<file path="config.mk">
export PLATFORM = sky130hd
export DESIGN_NAME = tmr_cnt_en_gen
export DESIGN_NICKNAME = d
export VERILOG_FILES = /design/src/rtl/tmr_clk_pkg.sv /design/src/rtl/tmr_edge_sel_ch.sv /design/src/rtl/tmr_cnt_en_gen.sv
export SDC_FILE = /design/constraint.sdc
export NUM_CORES = 1
export LEC_CHECK = 0
export BUFFER_PORTS_ARGS = -buffer_cell sky130_fd_sc_hd__buf_2
export CAP_MARGIN = 15
export CORE_ASPECT_RATIO = 1.2
export CORE_UTILIZATION = 25
export CTS_BUF_LIST = sky130_fd_sc_hd__clkbuf_2 sky130_fd_sc_hd__clkbuf_4 sky130_fd_sc_hd__clkbuf_8
export DETAILED_ROUTE_END_ITERATION = 8
export SLEW_MARGIN = 10
export SYNTH_ARGS = -nofsm -noshare
export SYNTH_HDL_FRONTEND = slang
export SYNTH_HIERARCHICAL = 1
export SYNTH_SLANG_ARGS = --single-unit
</file>
<file path="constraint.sdc">
create_clock -name i_clk -period 2 [get_ports i_clk]
set_clock_uncertainty 0.15 [all_clocks]
set_input_delay 0.4 -clock i_clk [delete_from_list [all_inputs] [get_ports i_clk]]
set_output_delay 0.4 -clock i_clk [all_outputs]
set_load 0.005 [all_outputs]
</file>
<file path="src/rtl/tmr_clk_pkg.sv">
// tmr_clk_pkg: clock-source decode types, prescaler tap indices and filter default for the timer count-enable generator
package tmr_clk_pkg;

   typedef enum logic [2:0] {
      SRC_OFF,
      SRC_INT,
      SRC_CASCADE,
      SRC_EXT_RISE,
      SRC_EXT_FALL,
      SRC_EXT_BOTH
   } cks_src_e;

   typedef enum logic [1:0] {
      EDGE_NONE,
      EDGE_RISE,
      EDGE_FALL,
      EDGE_BOTH
   } edge_e;

   // Prescaler bit carrying phi/2^k is bit k-1.
   localparam int TAP_DIV2    = 0;
   localparam int TAP_DIV8    = 2;
   localparam int TAP_DIV32   = 4;
   localparam int TAP_DIV64   = 5;
   localparam int TAP_DIV1024 = 9;
   localparam int TAP_DIV8192 = 12;

   localparam int FILT_LEN_DEF = 3;

   function automatic cks_src_e decode_src(input logic [2:0] cks);
      if (!cks[2]) return (cks[1:0] == 2'b00) ? SRC_OFF : SRC_INT;
      case (cks[1:0])
         2'b00:   return SRC_CASCADE;
         2'b01:   return SRC_EXT_RISE;
         2'b10:   return SRC_EXT_FALL;
         default: return SRC_EXT_BOTH;
      endcase
   endfunction

   // Internal tap code is {cks[1:0], icks[0]}; codes 000/001 select no tap.
   function automatic logic [3:0] tap_idx(input logic [2:0] code);
      case (code)
         3'b010:  return 4'(TAP_DIV8);
         3'b011:  return 4'(TAP_DIV2);
         3'b100:  return 4'(TAP_DIV64);
         3'b101:  return 4'(TAP_DIV32);
         3'b110:  return 4'(TAP_DIV8192);
         3'b111:  return 4'(TAP_DIV1024);
         default: return 4'(TAP_DIV2);
      endcase
   endfunction

   function automatic edge_e edge_of(input cks_src_e src, input logic falling);
      case (src)
         SRC_INT:      return falling ? EDGE_FALL : EDGE_RISE;
         SRC_CASCADE:  return EDGE_RISE;
         SRC_EXT_RISE: return EDGE_RISE;
         SRC_EXT_FALL: return EDGE_FALL;
         SRC_EXT_BOTH: return EDGE_BOTH;
         default:      return EDGE_NONE;
      endcase
   endfunction

endpackage

</file>
<file path="src/rtl/tmr_edge_sel_ch.sv">
// tmr_edge_sel_ch: one channel - TMCI synchroniser, optional TMCI filter (TMR_TMCI_FILTER_EN), source mux, edge history, select-change blanking, registered pulse
module tmr_edge_sel_ch
   import tmr_clk_pkg::*;
#(
   parameter int PRESC_W  = 13,
   parameter int SYNC_STG = 2,
   parameter int FILT_LEN = FILT_LEN_DEF
) (
   input  logic               i_clk,
   input  logic               i_rst_n,
   input  logic               i_presc_clr,
   input  logic [PRESC_W-1:0] i_presc,
   input  logic [2:0]         i_cks,
   input  logic [1:0]         i_icks,
   input  logic               i_tmci,
   input  logic               i_cascade,
   output logic               o_cnt_en
);

   if (SYNC_STG < 2 || FILT_LEN < 1) begin : g_bad_cfg
      $error("tmr_edge_sel_ch: SYNC_STG must be >= 2 and FILT_LEN >= 1");
   end

   logic [SYNC_STG-1:0] sync_q;
   logic                ext_lvl;
   logic [4:0]          sel_q;
   logic                hist_q, hist_d;
   logic                cnt_en_q, cnt_en_d;
   logic                lvl, rise, fall, hit;
   cks_src_e            src;
   edge_e               edg;

   // Shift the asynchronous TMCI level through the synchroniser chain.
   always_ff @(posedge i_clk or negedge i_rst_n) begin
      if (!i_rst_n) sync_q <= '0;
      else          sync_q <= {sync_q[SYNC_STG-2:0], i_tmci};
   end

`ifdef TMR_TMCI_FILTER_EN
   localparam int FCW = $clog2(FILT_LEN + 1);
   logic           filt_q;
   logic [FCW-1:0] fcnt_q;

   // Accept a new TMCI level only after FILT_LEN consecutive samples disagree with the current one.
   always_ff @(posedge i_clk or negedge i_rst_n) begin
      if (!i_rst_n) begin
         filt_q <= 1'b0;
         fcnt_q <= '0;
      end else if (sync_q[SYNC_STG-1] == filt_q) begin
         fcnt_q <= '0;
      end else if (fcnt_q == FCW'(FILT_LEN - 1)) begin
         filt_q <= sync_q[SYNC_STG-1];
         fcnt_q <= '0;
      end else begin
         fcnt_q <= fcnt_q + 1'b1;
      end
   end

   assign ext_lvl = filt_q;
`else
   assign ext_lvl = sync_q[SYNC_STG-1];
`endif

   // Pick the source level, detect the configured edge and blank the cycle a new select appears.
   always_comb begin
      src      = decode_src(i_cks);
      edg      = edge_of(src, i_icks[1]);
      lvl      = (src == SRC_INT)     ? i_presc[tap_idx({i_cks[1:0], i_icks[0]})] :
                 (src == SRC_CASCADE) ? i_cascade :
                 (src == SRC_OFF)     ? 1'b0 : ext_lvl;
      rise     = lvl & ~hist_q;
      fall     = ~lvl & hist_q;
      hit      = (edg == EDGE_RISE) ? rise :
                 (edg == EDGE_FALL) ? fall :
                 (edg == EDGE_BOTH) ? (rise | fall) : 1'b0;
      cnt_en_d = hit && ({i_cks, i_icks} == sel_q);
      // A prescaler clear drives every tap to 0, so preload that to avoid a false edge.
      hist_d   = (i_presc_clr && src == SRC_INT) ? 1'b0 : lvl;
   end

   // Register stored select, edge history and the output pulse.
   always_ff @(posedge i_clk or negedge i_rst_n) begin
      if (!i_rst_n) begin
         sel_q    <= '0;
         hist_q   <= 1'b0;
         cnt_en_q <= 1'b0;
      end else begin
         sel_q    <= {i_cks, i_icks};
         hist_q   <= hist_d;
         cnt_en_q <= cnt_en_d;
      end
   end

   assign o_cnt_en = cnt_en_q;

endmodule

</file>
<file path="src/rtl/tmr_cnt_en_gen.sv">
// tmr_cnt_en_gen: shared prescaler plus NUM_CH count-enable channels for the APB timer; TMCI filter enabled by TMR_TMCI_FILTER_EN
module tmr_cnt_en_gen
   import tmr_clk_pkg::*;
#(
   parameter int NUM_CH   = 4,
   parameter int PRESC_W  = 13,
   parameter int SYNC_STG = 2,
   parameter int FILT_LEN = FILT_LEN_DEF
) (
   input  logic                  i_clk,
   input  logic                  i_rst_n,
   input  logic                  i_presc_clr,
   input  logic [3*NUM_CH-1:0]   i_cks,
   input  logic [2*NUM_CH-1:0]   i_icks,
   input  logic [NUM_CH-1:0]     i_tmci,
   input  logic [NUM_CH-1:0]     i_cascade,
   output logic [NUM_CH-1:0]     o_cnt_en,
   output logic [PRESC_W-1:0]    o_presc
);

   logic [PRESC_W-1:0] presc_q, presc_d;

   // Free-running prescaler with synchronous clear.
   always_comb presc_d = i_presc_clr ? '0 : presc_q + 1'b1;

   // Prescaler register.
   always_ff @(posedge i_clk or negedge i_rst_n) begin
      if (!i_rst_n) presc_q <= '0;
      else          presc_q <= presc_d;
   end

   assign o_presc = presc_q;

   for (genvar g = 0; g < NUM_CH; g++) begin : g_ch
      tmr_edge_sel_ch #(
         .PRESC_W  (PRESC_W),
         .SYNC_STG (SYNC_STG),
         .FILT_LEN (FILT_LEN)
      ) u_ch (
         .i_clk       (i_clk),
         .i_rst_n     (i_rst_n),
         .i_presc_clr (i_presc_clr),
         .i_presc     (presc_q),
         .i_cks       (i_cks[3*g +: 3]),
         .i_icks      (i_icks[2*g +: 2]),
         .i_tmci      (i_tmci[g]),
         .i_cascade   (i_cascade[g]),
         .o_cnt_en    (o_cnt_en[g])
      );
   end

endmodule

</file>
* After elaboration in Yosys (flattened, before gate mapping)
Cells that the tools add are included.
** Word-level totals
- Flip-flop bits (word level) :: 49
- Bits of input ports :: 31
- Output and inout bits :: 17
- Logic and storage cells :: 187
** Operators by class
- $add $sub $neg :: 1
- Magnitude comparators :: 4
- Eq/ne operators :: 64
- Multiplexer cells :: 61
- Bitwise logic cells :: 20
- Reduce and logical (&&, ||, !) cells :: 20
** Operator list (count)
- $pmux W4 S5 :: 4
- $eq A3 B3 Y1 const B :: 24
- $eq A3 B2 Y1 const B :: 12
- $mux W1 :: 36
- $pmux W3 S3 :: 4
- $pmux W2 S4 :: 4
- $eq A2 B2 Y1 const B :: 12
- $eq A5 B5 Y1 :: 4
- $lt A4 B5 Y1 const B :: 4
- $bmux W1 S4 :: 4
- $eq A2 B1 Y1 const B :: 8
- $add A13 B1 Y13 const B :: 1
- $mux W13 :: 1
- $eq A3 B1 Y1 const B :: 4
- $logic_not A3 Y1 :: 4
- $mux W3 :: 4
- $and A1 B1 Y1 :: 8
- $logic_and A1 B1 Y1 :: 8
- $logic_not A2 Y1 :: 4
- $mux W2 :: 4
- $not A1 Y1 :: 8
- $reduce_or A2 Y1 :: 4
- $or A1 B1 Y1 :: 4

* Depth between registers and ports, before layout
Gate-level depths: netlist of the first run.
- Word-level depth :: 14
- Mapped depth :: 11
- Gate-level depth less buffers :: 10

* Cells and area by module
Netlist of the first run, hierarchy kept.
** By module, submodules not included
- tmr_edge_sel_ch :: times used 4, cells each 57, area an instance 525.5 sq um, seq. area each 225.2 sq um
- tmr_cnt_en_gen :: times used 1, cells each 59, area an instance 605.6 sq um, seq. area each 325.3 sq um

* Worst setup path after synthesis of the first run
No wires, ideal clock.
- Path type :: input to register
- From :: in i_icks[0]
- To :: reg g_ch[0].u_ch.cnt_en_q
- Library setup time :: 86 ps
- Arrival time :: 1977 ps
- Data required time :: 1764 ps
- Setup slack :: -213 ps
- Cell stages on the path :: 10
- Path buffers :: 1
- Cell sequence :: buf_2 -> inv_1 -> a211o_1 -> a31oi_1 -> or2_1 -> ha_1 -> or3b_1 -> a21boi_1 -> a211oi_1 -> nor3_1
** Between the ends
- Cells in the longest elaborated chain, start to end :: 12
- Elaborated cells between the ends (all ways) :: 18
- Classes of those cells :: 6 x eq/ne; 7 x mux; 4 x bitwise; 1 x reduce/logical
** RTL lines
- start, declared :: RTL line tmr_cnt_en_gen.sv:14 : input logic [2*NUM_CH-1:0] i_icks,
- $eq A3 B3 Y1 / $eq A3 B2 Y1 (equally long branches) :: RTL line tmr_clk_pkg.sv:42 : case (code)
- $pmux W4 S5 :: RTL line tmr_clk_pkg.sv:42
- $bmux W1 S4 :: RTL line tmr_edge_sel_ch.sv:68 : lvl = (src == SRC_INT) ? i_presc[tap_idx({i_cks[1:0], i_icks[0]})] :
- $mux W1 (not written as such) :: RTL line tmr_edge_sel_ch.sv:68
- $mux W1 :: RTL line tmr_edge_sel_ch.sv:68
- $not A1 Y1 :: RTL line tmr_edge_sel_ch.sv:72 : fall = ~lvl & hist_q;
- $and A1 B1 Y1 :: RTL line tmr_edge_sel_ch.sv:72
- $or A1 B1 Y1 :: RTL line tmr_edge_sel_ch.sv:75 : (edg == EDGE_BOTH) ? (rise | fall) : 1'b0;
- $mux W1 :: RTL line tmr_edge_sel_ch.sv:75
- $mux W1 :: RTL line tmr_edge_sel_ch.sv:74 : (edg == EDGE_FALL) ? fall :
- $mux W1 :: RTL line tmr_edge_sel_ch.sv:73 : hit = (edg == EDGE_RISE) ? rise :
- $logic_and A1 B1 Y1 * :: RTL line tmr_edge_sel_ch.sv:76 : cnt_en_d = hit && ({i_cks, i_icks} == sel_q);
- named net g_ch[0].u_ch.cnt_en_d :: RTL line tmr_edge_sel_ch.sv:28 : logic cnt_en_q, cnt_en_d;
- end signal, assigned :: RTL line tmr_edge_sel_ch.sv:90 : cnt_en_q <= cnt_en_d;
- end, declared :: RTL line tmr_edge_sel_ch.sv:28
The timed path passes the listed nets; every way through them passes the cells marked *. The select of a mux whose other input is x is not followed.

* Worst setup path in the final report of the first run
- From :: reg presc_q[0], in the netlist o_presc[0]
- To :: reg g_ch[2].u_ch.cnt_en_q
** Between the ends
- Cells in the longest elaborated chain, start to end :: 10
- Elaborated cells between the ends (all ways) :: 11
- Classes of those cells :: 6 x mux; 4 x bitwise; 1 x reduce/logical
** RTL lines
- start, declared :: RTL line tmr_cnt_en_gen.sv:21 : logic [PRESC_W-1:0] presc_q, presc_d;
- start signal, assigned :: RTL line tmr_cnt_en_gen.sv:29 : else presc_q <= presc_d;
- $bmux W1 S4 * :: RTL line tmr_edge_sel_ch.sv:68
- $mux W1 (not written as such) * :: RTL line tmr_edge_sel_ch.sv:68
- $mux W1 * :: RTL line tmr_edge_sel_ch.sv:68
- $not A1 Y1 :: RTL line tmr_edge_sel_ch.sv:72
- $and A1 B1 Y1 :: RTL line tmr_edge_sel_ch.sv:72
- $or A1 B1 Y1 :: RTL line tmr_edge_sel_ch.sv:75
- $mux W1 :: RTL line tmr_edge_sel_ch.sv:75
- $mux W1 :: RTL line tmr_edge_sel_ch.sv:74
- $mux W1 * :: RTL line tmr_edge_sel_ch.sv:73
- $logic_and A1 B1 Y1 * :: RTL line tmr_edge_sel_ch.sv:76
- named net g_ch[2].u_ch.cnt_en_d :: RTL line tmr_edge_sel_ch.sv:28
- end signal, assigned :: RTL line tmr_edge_sel_ch.sv:90
- end, declared :: RTL line tmr_edge_sel_ch.sv:28
Marked as above.

==> flow_metrics.tcl, run 1 <==
set metrics [dict create \
    status "finished, violations left" \
    violations "negative setup slack" \
    async_reset_ff_share_pct 100.0 \
    startpoint_type "register" \
    synth_ff_type "dfrtp_1" \
    grt_pass1_wl_mm 10.86 \
    critPathTopFamily "compound AO/OA/AOI/OAI gates" \
    cts_tree "yes" \
    coreArea_um2 10520 \
    timing.rr.start "o_presc[0]" \
    clockBufferDepth 2 \
    min_to "g_ch[3].u_ch/sync_q[0]" \
    worst_pin_slew_ns 0.3509 \
    cp_num_buf_inv 0 \
    gp_congestion 0.7810 \
    min_period_ns 2.194 \
    gr-total-overflow 0 \
    peakVddDrop_mv 0.3199 \
    die-area_um2 11250 \
    drc_errors 0 \
    yosysTopAreaCellShare_pct 45.29 \
    clock_latency_ns 0.31 \
    yosysSeqAreaShare_pct 45.29 \
    required_ns 2.08 \
    start_util_pct 25.75 \
    syn_nets 327 \
    max_stage_delay_ns 0.48 \
    fin_crit_sh_pct 109.7 \
    timing.critical_path.fanout_max 6 \
    rsz0062_at_grt "yes" \
    crit_slowest_cell "dfrtp_2" \
    cts_max_level 2 \
    grt_max_degree 50 \
    synth_edf_count 0 \
    power.leakage_nw 1.566 \
    nFillCells 1073 \
    postRouteAntennaNets 0 \
    area_delta_synth_final_pct 27.50 \
    worstSetupPathType "reg2reg" \
    std_cell_rows 41 \
    setup_viol 4 \
    synth_commonest_cells "dfrtp_1 (49), nor2_1 (24), nand2_1 (23)" \
    dr.pass1.iters 4 \
    io_pins 48 \
    drive_gt1_share_pct 32.70 \
    grt_pass1_vias 2394 \
    p_per_area_nw_per_um2 596.6 \
    cts.clk_slew.worst_paths_ns 0.10 \
    maxCapViolations 0 \
    synthTopCellsByArea "dfrtp_1 (45%), xnor2_1 (5.5%), ha_1 (4.2%)" \
    end_kind "register" \
    syn_area_um2 2708 \
    syn_area_per_cell_um2 9.434 \
    drv_slew 0 \
    routed_wl_mm 6.441 \
    rr_endpoint "g_ch[2].u_ch/o_cnt_en" \
    hp-start "i_tmci[3]" \
    slew_headroom_pct 76.61 \
    cts.sinks 49 \
    yosys.cell_count.top_type "dfrtp_1" \
    rrSetupSlack_ns -0.19 \
    synthCells 287 \
    holdWs_ns 0.03694 \
    antenna_found_initial 0 \
    ys_ff_latch 49 \
    crit_chain "a211o_1, a31oi_2, or2_1, ha_2, or3b_4, a21boi_2, a211oi_2, nor3_1" \
    finalHoldViolCount 0 \
    numCtsBuffers 5 \
    critPathArrivalTime_ns 2.28 \
    holdPathStages 1 \
    port_buffers 47 \
    dp_hpwl_mm 4.748 \
    synth.distinct_cells 31 \
    fin_setup_tns_ns -0.5820 \
    setup_ws_ns -0.1940 \
    routed_via_density 4.669 \
    clock.fmax_ghz 0.4558 \
    ys_warn_count 6 \
    via_count 2316 \
    die_y_um 116 \
    r2r_cells 8 \
    fp.dieW_um 97 \
    hp-class "in2reg" \
    synth_top_area_cell "dfrtp_1" \
    initialDrtViolationCount 107 \
    track_usage_pct 11.93 \
    nets 406 \
    root_buffer "clkbuf_8" \
    num_antenna_cells 0 \
    total_power_mw 2.060 \
    avgRoutedWirePerCell_um 12.99 \
]
[flip-flops by register name (all words and copies together) (netlist names)]
name / count
g_ch.u_ch/hist_q: 4
g_ch.u_ch/sync_q: 8
o_presc: 13
g_ch.u_ch/sel_q: 20
g_ch.u_ch/o_cnt_en: 4
[metrics by stage]
stage	utilization, %	setup WS (ns)	area [um^2]	cells
2_1_floorplan	-	-0.1773	2743	287
3_3_place_gp	31.01	-0.3271	3261	483
3_5_place_dp	31.01	-0.3995	3261	483
4_1_cts	32.27	-0.1789	3393	495
5_1_grt	32.83	-0.2879	3452	496
6_report	32.83	-0.1940	3452	496
[how the worst max path moves through the flow]
| stage | startpoint | to | slack (ns) | depth (start not counted) |
|---|---|---|---|---|
| after global routing | o_presc[12] | g_ch[2].u_ch/o_cnt_en | -0.29 | 9 |
| after floorplan | i_icks[0] | g_ch[0].u_ch/o_cnt_en | -0.18 | 10 |
| after detailed placement | i_icks[6] | g_ch[3].u_ch/o_cnt_en | -0.40 | 10 |
| after global placement | i_icks[6] | g_ch[3].u_ch/o_cnt_en | -0.33 | 10 |
| after CTS | o_presc[0] | g_ch[3].u_ch/o_cnt_en | -0.18 | 8 |
| final | o_presc[0] | g_ch[2].u_ch/o_cnt_en | -0.19 | 8 |
[power breakdown]
group	leakage (nW)	switching [mW]	internal [mW]	total, mW
sequential	0.600	0.0284	1.03	1.06
clock	0.0484	0.361	0.258	0.618
combinational	0.918	0.195	0.184	0.379
total	1.57	0.584	1.48	2.06
[cells by family after synthesis]
kind of cell               count (synthesis)  share of synthesized area [%]
adders and majority gates                  9                          4.159
DFF                                       49                          45.29
buffers and inverters                     34                          7.301
xor gates and xnor gates                  23                          7.440
AOI/OAI and AO/OA                         68                          14.79
muxes                                      8                          2.958
and+or+nand+nor                           96                          18.07
[metal layers]
metal | wire (um) | vias to the layer above | global-route usage, %
li1 | - | 1142 | -
met1 | 2854 | 1121 | 14.13
met2 | 3264 | 42 | 21.22
met3 | 171 | 11 | 1.870
met4 | 150 | 0 | 5.771
met5 | 0 | - | 0
[worst reg2reg max path, stage by stage (launching register included)]
cell and delay (ns):
dfrtp_2 0.48, a211o_1 0.25, a31oi_2 0.19, or2_1 0.13
ha_2 0.16, or3b_4 0.37, a21boi_2 0.17, a211oi_2 0.05
nor3_1 0.16
[layout make-up]
type                       count  area [um^2]  area share (%)
timing repair buffer          89        565.5           16.38
sequential                    49         1235           35.77
inverter                      17        63.81           1.848
multi-input combinational    204         1340           38.82
clock buffer                   6        76.32           2.211
clock inverter                 2        10.01          0.2900
tap                          129        161.4           4.676
[what timing repair did]
| item | 4_1_cts | 5_1_grt |
|---|---|---|
| hold buffers | 1 | 0 |
| gates resized for setup | 7 | 17 |
| cloned | 0 | 0 |
| pin swaps | 4 | 11 |
| setup buffers | 3 | 1 |
| endpoints found under the hold margin | 49 | 0 |
| setup endpoints to repair | 5 | 7 |
[placed cells by master, fill, tap and decap left out, types with 5 or more instances in the layout]
cell	netlist	layout
xnor2_1	17	17
o21ai_1	4	9
inv_1	17	17
nor2_1	24	24
nand3_1	7	7
o21ai_0	20	15
clkbuf_8	0	5
dfrtp_1	49	42
nand2_1	23	23
a21oi_1	16	16
xor2_1	6	6
ha_1	9	7
buf_4	0	40
nand4_1	7	7
a31oi_1	8	6
mux2i_1	8	8
buf_2	8	47
nor2b_1	5	5
dfrtp_2	0	7
nor3_1	8	5
Power figures use the tool's default switching activity.
==> run 2: changes to the inputs <==
- CELL_PAD_IN_SITES_DETAIL_PLACEMENT: unset -> 1
- CELL_PAD_IN_SITES_GLOBAL_PLACEMENT: unset -> 2
- PLACE_DENSITY_LB_ADDON: unset -> 0.1
==> run 2 against run 1 <==
Effect of this change:
- final cell count grew 1.2%
- clock power rose by 41%
- critical path depth is the same
- sequential share of layout area is 1.1 points lower
- global-route usage grew 2.2 points
- core utilization grew 1.1 points
- combinational power grew 6.6%
- final area is 3.2% higher
- first-iteration DRC count shrank 48%
- largest cell class unchanged
- register-to-register slack improved by 0.03 ns
- via count is 2.5% higher
- non-clock buffer count rose by 6
- the run still ends with negative setup slack left
==> flow_metrics.tcl, run 2 (synthesis gave the netlist of run 1 again) <==
set metrics [dict create \
    status "finished, violations left" \
    violations "negative setup slack" \
    routed_via_density 4.731 \
    routed_wl_mm 7.312 \
    antenna_found_initial 0 \
    power_switching_mw 0.6076 \
    initialDrtViolationCount 56 \
    dp_hpwl_mm 5.326 \
    track_usage_pct 14.17 \
    io_pins 48 \
    top_register "g_ch.u_ch/sel_q" \
    crit_slowest_cell "dfrtp_2" \
    hp-start "i_tmci[2]" \
    total_power_mw 2.336 \
    startpoint_type "register" \
    max_stage_delay_ns 0.49 \
    p_comb_share_pct 17.3 \
    via_count 2375 \
    num_antenna_cells 0 \
    use_met3_pct 2.774 \
    cts_tree "yes" \
    setup_viol 4 \
    crit_chain "a211o_1, a31oi_2, or2_1, ha_2, or3b_1, a21boi_1, a211oi_1, nor3_1" \
    die_y_um 116 \
    fin_crit_sh_pct 108.4 \
    nFillCells 1217 \
    grt_max_degree 50 \
    layout_common_cells "buf_2 (47), buf_4 (46), dfrtp_1 (42)" \
    gp_congestion 0.6881 \
    p_seq_share_pct 45.5 \
    area_delta_synth_final_pct 31.61 \
    hp-class "in2reg" \
    clock_latency_ns 0.31 \
    met2_usage_pct 25.54 \
    p_per_area_nw_per_um2 655.6 \
    rsz0062_at_grt "yes" \
    grt_pass1_wl_mm 12.32 \
    worstSetupPathType "reg2reg" \
    end_kind "register" \
    final_area_um2 3563 \
    cts.sinks 49 \
    numCtsBuffers 5 \
    grt_pass1_vias 2536 \
    p_int_mw 1.729 \
    min_period_ns 2.167 \
    met1_usage_pct 16.85 \
    root_buffer "clkbuf_8" \
    timing.rr.start "o_presc[0]" \
    avgRoutedWirePerCell_um 14.57 \
    p_sw_share_pct 26.01 \
    drv_slew 0 \
    r2r_cells 8 \
    layout_commonest_cell "buf_2" \
    cts_max_level 2 \
    worst_pin_slew_ns 0.3809 \
    critPathArrivalTime_ns 2.25 \
    coreArea_um2 10520 \
    setup_ws_ns -0.1671 \
    cts.clk_slew.worst_paths_ns 0.10 \
    required_ns 2.08 \
    clock.fmax_ghz 0.4615 \
    drc_errors 0 \
    gr-total-overflow 0 \
    slew_headroom_pct 74.61 \
    drive_gt1_share_pct 34.32 \
    postRouteAntennaNets 0 \
    nets 412 \
    clock_power_share_pct 37.2 \
    busiest_layer "met2" \
    largest_register_ffs 20 \
    finalHoldViolCount 0 \
    fp.dieW_um 97 \
    fin_setup_tns_ns -0.5246 \
    maxCapViolations 0 \
    pre_cts_slack_ns -0.4197 \
    timing.critical_path.fanout_max 7 \
    start_util_pct 25.75 \
    dr.pass1.iters 4 \
    power.leakage_nw 1.609 \
    port_buffers 47 \
    std_cell_rows 41 \
    clockBufferDepth 2 \
    peakVddDrop_mv 0.2506 \
    place_area_um2 3321 \
    cp-startpoint "o_presc[0]" \
    die-area_um2 11250 \
    holdPathStages 1 \
]
[run 2: cell count changes in the layout (fill, tap and decap cells not counted), moves of 2 or more]
cell and delta:
a21boi_1 +2, bufinv_16 +2, a21boi_2 -2, mux2i_1 -2
o21ai_0 -3, buf_4 +6, o21ai_2 +2, mux2i_2 +2
[run 2: final cells by class]
class	instances	area, um^2	area share [%]
Clock buffer	5	68.82	1.931
Clock inverter	3	65.06	1.826
Inverter	17	63.81	1.791
Multi-Input combinational cell	204	1359	38.13
Sequential cell	49	1235	34.66
Tap cell	129	161.4	4.529
Timing Repair Buffer	95	610.6	17.13
[run 2: what timing repair did]
| action | CTS | global route |
|---|---|---|
| hold buffers | 1 | 0 |
| gates resized for setup | 19 | 11 |
| buffers inserted | 1 | 1 |
| endpoints found under the setup margin | 6 | 6 |
| hold endpoints to repair | 49 | 0 |
| pin swaps | 8 | 6 |
[run 2: layer usage]
metal / share of wire (%) / vias up
met5: 0 / -
met4: 1.5 / 0
met3: 2.6 / 5
met2: 51 / 35
met1: 45 / 1176
li1: - / 1159
[run 2: critical path: cells and delay by family (launching register included)]
family | cells | cell delay, ns
fa+ha+maj | 1 | 0.16
compound gates | 4 | 0.65
simple gates | 3 | 0.65
flops | 1 | 0.49
[run 2: path summary, 6_finish.rpt]
path | to | slack [ns]
worst min-delay path | g_ch[2].u_ch/sync_q[0] | 0.03
worst min register to register | g_ch[1].u_ch/sync_q[1] | 0.21
min in group asynchronous | o_presc[10] | 0.45
worst max-delay path | g_ch[2].u_ch/o_cnt_en | -0.17
max in group asynchronous | o_presc[9] | 0.99
worst max register to register | g_ch[2].u_ch/o_cnt_en | -0.17
[run 2: power by group through the flow]
stage,logic [mW],clock network (mW),registers (mW)
6_report,0.404,0.870,1.06
5_1_grt,0.460,0.942,1.07
4_1_cts,0.409,0.905,1.06
3_5_place_dp,0.391,0,1.08
3_3_place_gp,0.389,0,1.08
2_1_floorplan,0.224,0,1.08
[run 2: metrics by stage]
step                      util (%)  hold WS, ns  instances
after floorplan                  -     -0.04559        287
after global placement       31.58       0.1828        491
after detailed placement     31.58       0.1887        491
after CTS                    33.52      0.02199        501
after global routing         33.88     0.005072        502
final                        33.88      0.03360        502
==> run 3: changes to the inputs <==
- PLACE_DENSITY: unset -> 0.71
- PLACE_DENSITY_LB_ADDON: 0.1 -> unset
==> run 3 against run 2 <==
Effect of this change:
- the flow still finishes with violations (negative setup slack)
- critical endpoint is now g_ch[3].u_ch/o_cnt_en
- largest power group unchanged
- clock-buffer cell count increased by 3
- final area is 0.18% lower
- sequential cell count did not move
==> flow_metrics.tcl, run 3 (synthesis gave the netlist of run 1 again) <==
set metrics [dict create \
    gp_congestion 0.7313 \
    grt_pass1_wl_mm 12.14 \
    drv_slew 0 \
    rrSetupSlack_ns -0.18 \
    pre_cts_slack_ns -0.3851 \
    clock.fmax_ghz 0.4593 \
    postRouteAntennaNets 0 \
    cts.sinks 49 \
    cts_max_level 2 \
    top_register "g_ch.u_ch/sel_q" \
    startpoint_type "register" \
    cts.clk_slew.worst_paths_ns 0.09 \
    num_antenna_cells 0 \
    holdWs_ns 0.03725 \
    std_cell_rows 41 \
    clock_latency_ns 0.31 \
    nets 417 \
    cts_tree "yes" \
    holdPathStages 1 \
    required_ns 2.08 \
    numCtsBuffers 5 \
    p_per_area_nw_per_um2 591.7 \
    power.leakage_nw 1.632 \
    maxCapViolations 0 \
    timing.critical_path.fanout_max 7 \
    hp-start "i_tmci[3]" \
    fin_cells 507 \
    grt_pass1_vias 2556 \
    start_util_pct 25.75 \
    area_delta_synth_final_pct 31.38 \
    coreArea_um2 10520 \
    end_kind "register" \
    drc_errors 0 \
    nFillCells 1258 \
    die_y_um 116 \
    clockBufferDepth 2 \
    fp.dieW_um 97 \
    via_count 2381 \
    hp-class "in2reg" \
    antenna_found_initial 0 \
    min_period_ns 2.177 \
    rr_endpoint "g_ch[3].u_ch/o_cnt_en" \
    grt_max_degree 50 \
    timing.rr.start "o_presc[2]" \
    r2r_cells 10 \
    layout_commonest_cell "buf_2" \
    layout_common_cells "buf_2 (47), buf_4 (46), dfrtp_1 (42)" \
    place_inst 488 \
    port_buffers 47 \
    worst_pin_slew_ns 0.3761 \
    setup_viol 4 \
    fin_crit_sh_pct 108.9 \
    setup_ws_ns -0.1773 \
    routed_wl_mm 7.145 \
    critPathArrivalTime_ns 2.26 \
    routed_via_density 4.696 \
    rsz0062_at_grt "yes" \
    die-area_um2 11250 \
    initialDrtViolationCount 26 \
    track_usage_pct 13.47 \
    drive_gt1_share_pct 34.13 \
    violations "negative setup slack" \
    dr.pass1.iters 4 \
    io_pins 48 \
    largest_register_ffs 20 \
    min_to "g_ch[3].u_ch/sync_q[0]" \
    gr-total-overflow 0 \
    worstSetupPathType "reg2reg" \
    finalHoldViolCount 0 \
    avgRoutedWirePerCell_um 14.09 \
    peakVddDrop_mv 0.2540 \
    dp_hpwl_mm 5.255 \
    root_buffer "clkbuf_8" \
    slew_headroom_pct 74.93 \
    status "finished, violations left" \
]
-- run 3: changes by cell type in the layout (fill, tap and decap cells not counted), moves of 3 or more --
cell	change
a31oi_1	+3
buf_6	+5
clkbuf_4	+3
o21ai_0	+4
-- run 3: stage by stage --
step	utilization [%]	total power [mW]	TNS, ns	cell area, um^2
finish	33.83	2.105	-0.6413	3557
floorplan	-	1.301	-0.7091	2743
global route	33.83	2.233	-1.392	3557
global placement	31.36	1.448	-1.303	3298
CTS	32.99	2.137	-0.6761	3470
detailed placement	31.36	1.464	-1.557	3298
-- run 3: how the worst max path moves through the flow --
stage	depth (start not counted)	to	from	slack, ns
2_1_floorplan	10	g_ch[0].u_ch/o_cnt_en	i_icks[0]	-0.18
3_3_place_gp	10	g_ch[0].u_ch/o_cnt_en	i_icks[0]	-0.37
3_5_place_dp	10	g_ch[3].u_ch/o_cnt_en	i_icks[6]	-0.39
4_1_cts	9	g_ch[2].u_ch/o_cnt_en	o_presc[4]	-0.19
5_1_grt	9	g_ch[0].u_ch/o_cnt_en	o_presc[2]	-0.40
6_report	10	g_ch[3].u_ch/o_cnt_en	o_presc[2]	-0.18
-- run 3: layer usage --
metal	share of wire, %	global-route usage (%)	up-vias
met1	43	15.15	1170
met2	53	25.77	40
met5	0	0	-
li1	-	-	1164
met4	1.2	3.881	0
met3	2.8	2.654	7
-- run 3: critical path, cell delays in order, from the launching register on --
cell      delay (ns)
dfrtp_2         0.49
buf_6           0.14
nor3_2          0.09
o21ai_1         0.08
a31oi_1         0.17
or2_1           0.13
ha_1            0.15
or3b_1          0.34
a21boi_1        0.13
a211oi_1        0.06
nor3_1          0.17
-- run 3: timing repair --
| action | 4_1_cts | 5_1_grt |
|---|---|---|
| resized for setup | 15 | 12 |
| buffers inserted | 5 | 5 |
| hold endpoints to repair | 49 | 0 |
| pin swaps | 11 | 10 |
| setup endpoints to repair | 7 | 6 |
| cloned | 0 | 0 |
| hold buffers | 1 | 0 |
-- run 3: layout make-up --
type / count / area [um^2] / area share, %
Multi-Input combinational cell: 204 / 1339 / 37.64
Sequential cell: 49 / 1235 / 34.72
Timing Repair Buffer: 100 / 666.9 / 18.75
Tap cell: 129 / 161.4 / 4.537
Clock buffer: 8 / 91.34 / 2.568
Inverter: 17 / 63.81 / 1.794
-- run 3: power breakdown --
part	switching, mW	internal (mW)	total (mW)	leakage, nW
clock	0.346	0.291	0.636	0.0498
combinational	0.206	0.200	0.406	0.982
sequential	0.0286	1.03	1.06	0.600
